===== config.mk =====
export PLATFORM = sky130hd
export DESIGN_NAME = store_buffer
export DESIGN_NICKNAME = d
export VERILOG_FILES = /design/src/rtl/mem_sys_pkg.sv /design/src/rtl/sb_fwd_match.sv /design/src/rtl/store_buffer.sv
export SDC_FILE = /design/constraint.sdc
export NUM_CORES = 1
export LEC_CHECK = 0
export ABC_AREA = 0
export ABC_CLOCK_PERIOD_IN_PS = 11050
export CORE_MARGIN = 4
export CORE_UTILIZATION = 44
export DETAILED_ROUTE_END_ITERATION = 8
export GPL_TIMING_DRIVEN = 0
export PLACE_DENSITY = 0.65
export SETUP_SLACK_MARGIN = 0.2
export SLEW_MARGIN = 30
export SYNTH_ARGS = -nofsm -noshare
export SYNTH_HDL_FRONTEND = slang
export SYNTH_HIERARCHICAL = 1
export SYNTH_SLANG_ARGS = --single-unit

===== constraint.sdc =====
create_clock -name CLK -period 11.05 [get_ports CLK]
set_input_delay 1.6575 -clock CLK [delete_from_list [all_inputs] [get_ports CLK]]
set_output_delay 1.6575 -clock CLK [all_outputs]
set_load 0.05 [all_outputs]

===== src/rtl/mem_sys_pkg.sv =====
// Shared memory-subsystem types and defaults.
package mem_sys_pkg;

  // Drain state of the store buffer.
  typedef enum logic {
    SB_IDLE = 1'b0,
    SB_BUSY = 1'b1
  } sb_state_e;

  // Default number of store-buffer entries.
  localparam int unsigned SB_DEPTH = 4;

endpackage


===== src/rtl/sb_fwd_match.sv =====
// Youngest-first address match across the pending store-buffer entries.
module sb_fwd_match
  import mem_sys_pkg::*;
#(
  parameter int unsigned DEPTH = SB_DEPTH,
  parameter int unsigned AW    = 32,
  parameter int unsigned DW    = 32
) (
  input  logic [AW-1:0]             entry_addr [DEPTH],
  input  logic [DW-1:0]             entry_data [DEPTH],
  input  logic [DEPTH-1:0]          valid,
  input  logic [$clog2(DEPTH)-1:0]  rd_ptr,
  input  logic [AW-1:0]             addr,
  output logic                      hit,
  output logic [DW-1:0]             data
);

  localparam int unsigned PW = $clog2(DEPTH);

  logic [PW-1:0] idx;

  // Scan oldest to youngest so the last match, the youngest, wins.
  always_comb begin
    hit  = 1'b0;
    data = '0;
    idx  = '0;
    for (int unsigned k = 0; k < DEPTH; k++) begin
      idx = rd_ptr + PW'(k);
      if (valid[idx] && (entry_addr[idx] == addr)) begin
        hit  = 1'b1;
        data = entry_data[idx];
      end
    end
  end

endmodule


===== src/rtl/store_buffer.sv =====
// Posted-write buffer between the CPU data port and the slow backing store.
module store_buffer
  import mem_sys_pkg::*;
#(
  parameter int unsigned DEPTH = SB_DEPTH,
  parameter int unsigned AW    = 32,
  parameter int unsigned DW    = 32
) (
  input  logic          CLK,
  input  logic          RST,
  input  logic [AW-1:0] CPU_ADDR,
  input  logic [DW-1:0] CPU_WDATA,
  input  logic          CPU_WE,
  output logic [DW-1:0] CPU_RDATA,
  output logic          WRITE_OK,
  output logic          EMPTY,
  output logic [AW-1:0] MEM_RADDR,
  input  logic [DW-1:0] MEM_RDATA,
  output logic [AW-1:0] MEM_WADDR,
  output logic [DW-1:0] MEM_WDATA,
  output logic          MEM_WREQ,
  input  logic          MEM_WACK
);

  localparam int unsigned PW = $clog2(DEPTH);
  localparam int unsigned CW = PW + 1;

  logic [AW-1:0]    entry_addr [DEPTH];
  logic [DW-1:0]    entry_data [DEPTH];
  logic [PW-1:0]    wr_ptr;
  logic [PW-1:0]    rd_ptr;
  logic [CW-1:0]    count;
  logic [CW-1:0]    count_next;
  logic             armed;
  sb_state_e        state;
  logic             push;
  logic             pop;
  logic [DEPTH-1:0] valid;
  logic [PW-1:0]    age;
  logic             fwd_hit;
  logic [DW-1:0]    fwd_data;
  logic             write_ok_q;
  logic             empty_q;

  // Accept one store per CPU_WE level; full check uses the start-of-cycle count.
  always_comb begin
    push       = CPU_WE && armed && (count < CW'(DEPTH));
    pop        = (state == SB_BUSY) && MEM_WACK;
    count_next = count + CW'(push) - CW'(pop);
  end

  // An entry is valid when its distance from the head is below count.
  always_comb begin
    valid = '0;
    age   = '0;
    for (int unsigned i = 0; i < DEPTH; i++) begin
      age      = PW'(i) - rd_ptr;
      valid[i] = CW'(age) < count;
    end
  end

  // FIFO pointers, occupancy, store arming and registered status outputs.
  always_ff @(posedge CLK) begin
    if (RST) begin
      wr_ptr     <= '0;
      rd_ptr     <= '0;
      count      <= '0;
      armed      <= 1'b1;
      write_ok_q <= 1'b0;
      empty_q    <= 1'b1;
    end else begin
      if (push) wr_ptr <= wr_ptr + PW'(1);
      if (pop)  rd_ptr <= rd_ptr + PW'(1);
      count      <= count_next;
      if (!CPU_WE) begin
        armed <= 1'b1;
      end else if (push) begin
        armed <= 1'b0;
      end
      write_ok_q <= push;
      empty_q    <= (count_next == '0);
    end
  end

  // Entry storage; contents need no reset since validity comes from count.
  always_ff @(posedge CLK) begin
    if (push) begin
      entry_addr[wr_ptr] <= CPU_ADDR;
      entry_data[wr_ptr] <= CPU_WDATA;
    end
  end

  // Drain FSM: request while any entry is pending.
  always_ff @(posedge CLK) begin
    if (RST) begin
      state <= SB_IDLE;
    end else begin
      case (state)
        SB_IDLE: if (count_next != '0) state <= SB_BUSY;
        SB_BUSY: if (pop && (count_next == '0)) state <= SB_IDLE;
        default: state <= SB_IDLE;
      endcase
    end
  end

  sb_fwd_match #(
    .DEPTH (DEPTH),
    .AW    (AW),
    .DW    (DW)
  ) u_fwd (
    .entry_addr (entry_addr),
    .entry_data (entry_data),
    .valid      (valid),
    .rd_ptr     (rd_ptr),
    .addr       (CPU_ADDR),
    .hit        (fwd_hit),
    .data       (fwd_data)
  );

  // Loads go straight to the backing store unless a pending store matches.
  assign CPU_RDATA = fwd_hit ? fwd_data : MEM_RDATA;
  assign MEM_RADDR = CPU_ADDR;
  assign MEM_WADDR = entry_addr[rd_ptr];
  assign MEM_WDATA = entry_data[rd_ptr];
  assign MEM_WREQ  = (state == SB_BUSY);
  assign WRITE_OK  = write_ok_q;
  assign EMPTY     = empty_q;

endmodule


* After elaboration in Yosys (flattened, before gate mapping)
Cells that the tools add are included.
** Storage, ports and cells
- Bits in registers :: 267
- Input port bits :: 100
- Output and inout bits :: 131
- Word-level logic and storage cells :: 111
** Cells by class
- Add/subtract/negate cells :: 10
- $lt $le $gt $ge :: 15
- Equality and inequality tests :: 4
- Multiplexer cells :: 48
- Bitwise gates (word level) :: 7
- Reductions and logical operators :: 12
** Operators with widths (number)
- 32-bit two-way mux :: 22
- 32-bit binary-select mux with 2-bit select :: 8
- 128-bit bitwise mux :: 2
- 32-bit equality test :: 4
- 32-bit demux with 2-bit select :: 1
- 3-bit greater-or-equal comparator, second input constant :: 5
- 2-bit NOT with 3-bit output :: 5
- 2-bit by 3-bit < comparator with 1-bit output :: 4
- 2-bit by 3-bit < comparator with 1-bit output, second input constant :: 4
- 1-bit two-way mux :: 10
- 1-bit logical AND :: 9
- 1-bit binary-select mux with 2-bit select :: 4
- 2-bit by 1-bit adder with 2-bit output, second input constant :: 2
- 2-bit adder, second input constant :: 2
- 1-bit by 2-bit subtractor with 2-bit output, first input constant :: 2
- 2-bit subtractor, first input constant :: 2
- 3-bit by 1-bit adder with 3-bit output :: 1
- 3-bit logical NOT :: 1
- 3-bit by 1-bit < comparator with 1-bit output, second input constant :: 1
- 3-bit < comparator, second input constant :: 1
- 3-bit nonzero test :: 1
- 3-bit by 1-bit subtractor with 3-bit output :: 1
- 1-bit NOT :: 2
- 1-bit one-hot mux with 2 select lines :: 1
- 2-bit OR reduction :: 1

* Longest topological paths before layout
- Depth in word-level cells :: 11
- Depth in mapped cells :: 20
- Depth with buffers taken out :: 14

* By module
The synthesis kept the hierarchy.
** Modules (own cells, without submodules)
- store_buffer :: instances 1, cells each 472, area an instance 10510.1 um^2, seq. area each 7907.6 um^2
- sb_fwd_match :: instances 1, cells each 1077, area an instance 8897.3 um^2, seq. area each 0.0 um^2

* Worst setup path before layout
OpenSTA, ideal clock, no wires.
- Kind :: input port to output port
- From :: in CPU_ADDR[23]
- To :: out CPU_RDATA[4]
- Data arrival time :: 4.729 ns
- Data required time :: 9.392 ns
- Path slack :: 4.663 ns
- Stages :: 10
- Buffers on the path :: 4
- Cell sequence :: clkbuf_1 > a22o_1 > or4_1 > a2111o_1 > o31ai_2 > buf_2 > or3_1 > clkbuf_1 > buf_2 > mux2_1
** Between the ends
- Cells in the longest elaborated chain, start to end :: 7
- Elaborated cells between the ends (all ways) :: 17
- Those cells by class :: 4 x eq/ne; 9 x mux; 4 x reduce/logical
** Ends and longest elaborated chain
- start: declaration :: RTL line store_buffer.sv:11 : input logic [AW-1:0] CPU_ADDR,
- 32-bit equality test :: RTL line sb_fwd_match.sv:29 : if (valid[idx] && (entry_addr[idx] == addr)) begin
- 1-bit logical AND :: RTL line sb_fwd_match.sv:29
- 1-bit two-way mux (3 in series) :: RTL line sb_fwd_match.sv:29
- 1-bit two-way mux * :: RTL line sb_fwd_match.sv:29
- via fwd_hit :: RTL line store_buffer.sv:40 : logic fwd_hit;
- 32-bit two-way mux * :: RTL line store_buffer.sv:121 : assign CPU_RDATA = fwd_hit ? fwd_data : MEM_RDATA;
- end: declaration :: RTL line store_buffer.sv:14 : output logic [DW-1:0] CPU_RDATA,
Mark *: on every way through the listed nets, which the timed path passes. The rest lies on a longest branch.

* Worst setup path after layout
- From :: reg rd_ptr[0]
- To :: out CPU_RDATA[16]
** Between the ends
- Cells in the longest elaborated chain, start to end :: 11
- Elaborated cells between the ends (all ways) :: 64
- Those cells by class :: 7 x add/sub; 4 x order compare; 4 x eq/ne; 41 x mux; 4 x bitwise; 4 x reduce/logical
** Ends and longest elaborated chain
- start: declaration :: RTL line store_buffer.sv:31 : logic [PW-1:0] rd_ptr;
- start signal: assignment :: RTL line store_buffer.sv:73 : if (pop) rd_ptr <= rd_ptr + PW'(1);
- 2-bit by 1-bit adder with 2-bit output or 2-bit NOT with 3-bit output (tied branches) :: RTL line sb_fwd_match.sv:28, sb_fwd_match.sv:29
- 2-bit NOT with 3-bit output (not written as such) or 32-bit binary-select mux with 2-bit select (tied branches) :: RTL line sb_fwd_match.sv:29
- 32-bit binary-select mux with 2-bit select or 32-bit two-way mux (tied branches) :: RTL line sb_fwd_match.sv:29
- 32-bit two-way mux (not written as such) :: RTL line sb_fwd_match.sv:29
- 32-bit two-way mux (not written as such) or 32-bit equality test (tied branches) :: RTL line sb_fwd_match.sv:29
- 32-bit equality test or 1-bit logical AND (tied branches) :: RTL line sb_fwd_match.sv:29
- 1-bit logical AND or 1-bit two-way mux (tied branches) :: RTL line sb_fwd_match.sv:29
- 1-bit two-way mux (2 in series) :: RTL line sb_fwd_match.sv:29
- 1-bit two-way mux * :: RTL line sb_fwd_match.sv:29
- via fwd_hit :: RTL line store_buffer.sv:40
- 32-bit two-way mux * :: RTL line store_buffer.sv:121
Mark *: on every way through the listed nets, which the timed path passes. The rest lies on a longest branch. The select of a mux whose other input is x is not followed.

==> reports/qor.txt <==
Run status: finished, final reports clean
Die Span Y: 218.0 microns
Flip-flop cell with the highest count after synthesis: sky130_fd_sc_hd__edfxtp_1
Cell area after synthesis: 19,410 sq um
Final #Nets: 1,926
Total of fill cells in the finished design: 3,737
Worst-path clk slew: 60 ps
Global-route usage over all layers: 32.24%
Post-route DRC violation count: 0
Total Negative Setup Slacks: 0 ps
Via count: 16,480
Final weighted congestion in routability-driven placement: 1.010
Synthesized-area fraction occupied by ao, oa, aoi and oai cells: 12.95%
Die area: 47,530 sq um
Clock tree sinks: 267
Clock latency on the worst-skew pair: 580 ps
Final hold slack: 480.2 ps
Least-Margin Pin Slew: 1073 ps
Max-slew violations: 0
Class of the most critical hold timing path: reg2reg
Number of enable flip-flop cells after synthesis: 256
Placed Cells: 2,369
Signed area change from the synthesized netlist to the final layout: 21.49%
Total length of routed wires: 79,460 microns
Minimum clock period after layout: 9674 ps
Critical path launch point type: flop
Number of global-route vias before repair: 15,700
Worst endpoint data arrival time: 8020 ps
Dominant combinational cell family by area after synthesis: multiplexers
Via density: 6.800
Number of antenna violations at the first check in global routing: 5
Fraction of final layout cells sized beyond drive strength 1: 19.37%
Die Wd: 218.0 microns
Net count after synthesis: 1,659
Seq/Total Area, Yosys: 40.75%
Leakage power summed over all cells: 0.007298 uW
Number of library cell types mapped by synthesis: 78
Portion of synthesized cell area occupied by the leading cell type: 39.61%
Maximum level of the CTS H-tree: 1
Peak VDD IR: 0.0001648 V
Clock skew: 10.75 ps
Global-route wire length before repair: 112,900 microns
Number of placed I/O pins: 231
Portion of netlist area occupied by mux cells: 27.74%
Post-route fraction of the period consumed by the critical path: 87.54%
Upper clock frequency limit: 103.4 MHz
Worst-case setup slack after placement: 1925 ps
Clock root buffer: sky130_fd_sc_hd__clkbuf_16
Largest cells by area after synthesis: sky130_fd_sc_hd__edfxtp_1, sky130_fd_sc_hd__mux4_2, sky130_fd_sc_hd__mux2i_1
Post-CTS setup buffer count: 0
Number of max-capacitance violations reported: 0
Initial cell density of the core: 44.76%
Non-filler cells, final: 2,424
Setup repair after global routing missed its margin: false
Setup violation total in the final timing report: 0
Hold-fix buffer count after cts: 0
Post-synthesis share of cell area spent on xor and xnor gates: 4.919%
Asr flop ratio synth: 0%
Pin count of the biggest net entering global routing: 36
1st-pass router iterations: 6
Routed wirelength normalized by instance count: 32.78 microns
Yosys synthesis warning count: 6
Antenna-violating nets left: 0
CP required: 9390 ps
Synthesized-area fraction occupied by and/or/nand/nor cells: 7.021%
Post-Synthesis Cells: 1,549
Number of clock buffers inserted by TritonCTS: 30
Setup Crit Path Kind: reg2out
Synthesized-area fraction occupied by adder cells: 0.6834%
Cts repair resizes: 0
Worst-case headroom to the max-slew limit: 28.47%
Maximum fanout along the worst path: 10
Cell taking the most area after synthesis: sky130_fd_sc_hd__edfxtp_1
Number of design-rule violations left by the first detailed-router iteration: 2,537
Mean cell area of the mapped netlist: 12.53 sq um
Area of the core: 43,360 sq um
Sort of element at the end of the critical path: output port
CTS tree: yes
Fin. Hold Viols: 0
Overall overflow remaining after global route: 0
Final critical-path setup slack: 1376 ps
Register bit total from synthesis: 267
IO buf count: 230
Post-detailed-placement half-perimeter wirelength: 58,250 microns
Site Rows: 76
Number of buffers between clock root and the deepest sink: 3
Pwr Density: 182.5 nW/um^2
-- layout by cell type (no fill, tap or decap), types with 16 or more instances in the layout --
| cell type | instances |
|---|---|
| sky130_fd_sc_hd__edfxtp_1 | 256 |
| sky130_fd_sc_hd__clkdlybuf4s50_1 | 230 |
| sky130_fd_sc_hd__mux2i_1 | 191 |
| sky130_fd_sc_hd__mux4_2 | 111 |
| sky130_fd_sc_hd__clkbuf_1 | 91 |
| sky130_fd_sc_hd__mux2_2 | 81 |
| sky130_fd_sc_hd__xnor2_1 | 69 |
| sky130_fd_sc_hd__nand2_1 | 66 |
| sky130_fd_sc_hd__nor2_1 | 57 |
| sky130_fd_sc_hd__xor2_1 | 40 |
| sky130_fd_sc_hd__a2111oi_0 | 35 |
| sky130_fd_sc_hd__buf_4 | 33 |
| sky130_fd_sc_hd__clkbuf_16 | 31 |
| sky130_fd_sc_hd__a41oi_1 | 28 |
| sky130_fd_sc_hd__buf_2 | 25 |
| sky130_fd_sc_hd__o32a_1 | 24 |
| sky130_fd_sc_hd__nor3_1 | 23 |
| sky130_fd_sc_hd__a211oi_1 | 22 |
| sky130_fd_sc_hd__and3_1 | 22 |
| sky130_fd_sc_hd__buf_6 | 19 |
| sky130_fd_sc_hd__o31ai_1 | 19 |
| sky130_fd_sc_hd__a311oi_1 | 18 |
| sky130_fd_sc_hd__nand4_1 | 17 |
| sky130_fd_sc_hd__buf_1 | 17 |
| sky130_fd_sc_hd__inv_1 | 16 |
-- sequential cells by signal, summed over array words and instances (netlist names) --
signal	cells
EMPTY	1
MEM_WREQ	1
armed	1
entry_addr	128
wr_ptr	2
entry_data	128
WRITE_OK	1
rd_ptr	2
count	3
-- per-stage QoR --
stage	total power, uW	util, %	cell area, sq um
floorplan	2567	-	19410
global placement	3235	51.75	22440
detailed placement	3246	52.06	22580
CTS	4286	54.36	23570
global route	4442	54.37	23580
finish	4304	54.38	23580
-- cells by family after synthesis --
logic type / after synthesis
mux: 388
compound gates: 306
flops: 267
simple gates: 266
buf+inv: 203
xor+xnor: 109
fa+ha+maj: 10
-- power by group --
group	internal (uW)	leakage, uW	switching [uW]
Combinational	752	0.00439	1240
Sequential	1210	0.00242	69.5
Clock	626	0.000484	403
-- metal layers --
layer  up-vias  track usage (%)  wire, microns
met5         -                0             19
met4         4            7.057           2160
met3       164            6.883           8703
met2      1104            46.54          33670
met1      8409            49.90          34910
li1       6801                -              -
-- worst max-delay path: stages (launching register included) --
cell                              delay, ps
sky130_fd_sc_hd__dfxtp_1                650
sky130_fd_sc_hd__buf_4                  370
sky130_fd_sc_hd__buf_6                  230
sky130_fd_sc_hd__inv_2                  130
sky130_fd_sc_hd__buf_2                  240
sky130_fd_sc_hd__clkbuf_1               370
sky130_fd_sc_hd__clkbuf_1               500
sky130_fd_sc_hd__a21oi_1                470
sky130_fd_sc_hd__o221ai_1               240
sky130_fd_sc_hd__nor4_1                 700
sky130_fd_sc_hd__o21ai_1                450
sky130_fd_sc_hd__o31ai_2                730
sky130_fd_sc_hd__buf_2                  420
sky130_fd_sc_hd__or3_1                  170
sky130_fd_sc_hd__clkbuf_1               190
sky130_fd_sc_hd__buf_2                  430
sky130_fd_sc_hd__mux2_2                 390
sky130_fd_sc_hd__clkdlybuf4s50_1        720
-- synth_stat cells (24+ instances only) --
master,number
sky130_fd_sc_hd__edfxtp_1,256
sky130_fd_sc_hd__mux2_2,81
sky130_fd_sc_hd__buf_2,25
sky130_fd_sc_hd__a2111oi_0,36
sky130_fd_sc_hd__mux2i_1,191
sky130_fd_sc_hd__buf_4,33
sky130_fd_sc_hd__xnor2_1,69
sky130_fd_sc_hd__o32a_1,24
sky130_fd_sc_hd__clkbuf_1,82
sky130_fd_sc_hd__nand2_1,66
sky130_fd_sc_hd__nor2_1,57
sky130_fd_sc_hd__xor2_1,40
sky130_fd_sc_hd__mux4_2,111
sky130_fd_sc_hd__a41oi_1,28
-- path summary, 6_finish.rpt --
kind | cells past startpoint | slack, ps | startpoint | to
hold reg to reg | 1 | 480 | armed | WRITE_OK
hold / removal | 1 | 480 | armed | WRITE_OK
setup reg to reg | 8 | 8890 | count[2] | MEM_WREQ
setup / recovery | 17 | 1380 | rd_ptr[0] | CPU_RDATA[16]
-- final cells by class --
type / count / area, sq um / area share (%)
Antenna cell: 1 / 2.502 / 0.01061
Buffer: 186 / 1096 / 4.648
Clock buffer: 42 / 817.0 / 3.465
Clock inverter: 12 / 180.2 / 0.7641
Inverter: 17 / 63.81 / 0.2706
Multi-Input combinational cell: 1079 / 10360 / 43.95
Sequential cell: 267 / 7908 / 33.54
Tap cell: 585 / 732.0 / 3.104
Timing Repair Buffer: 235 / 2417 / 10.25
Note: power is estimated with default switching activity, not from simulation.
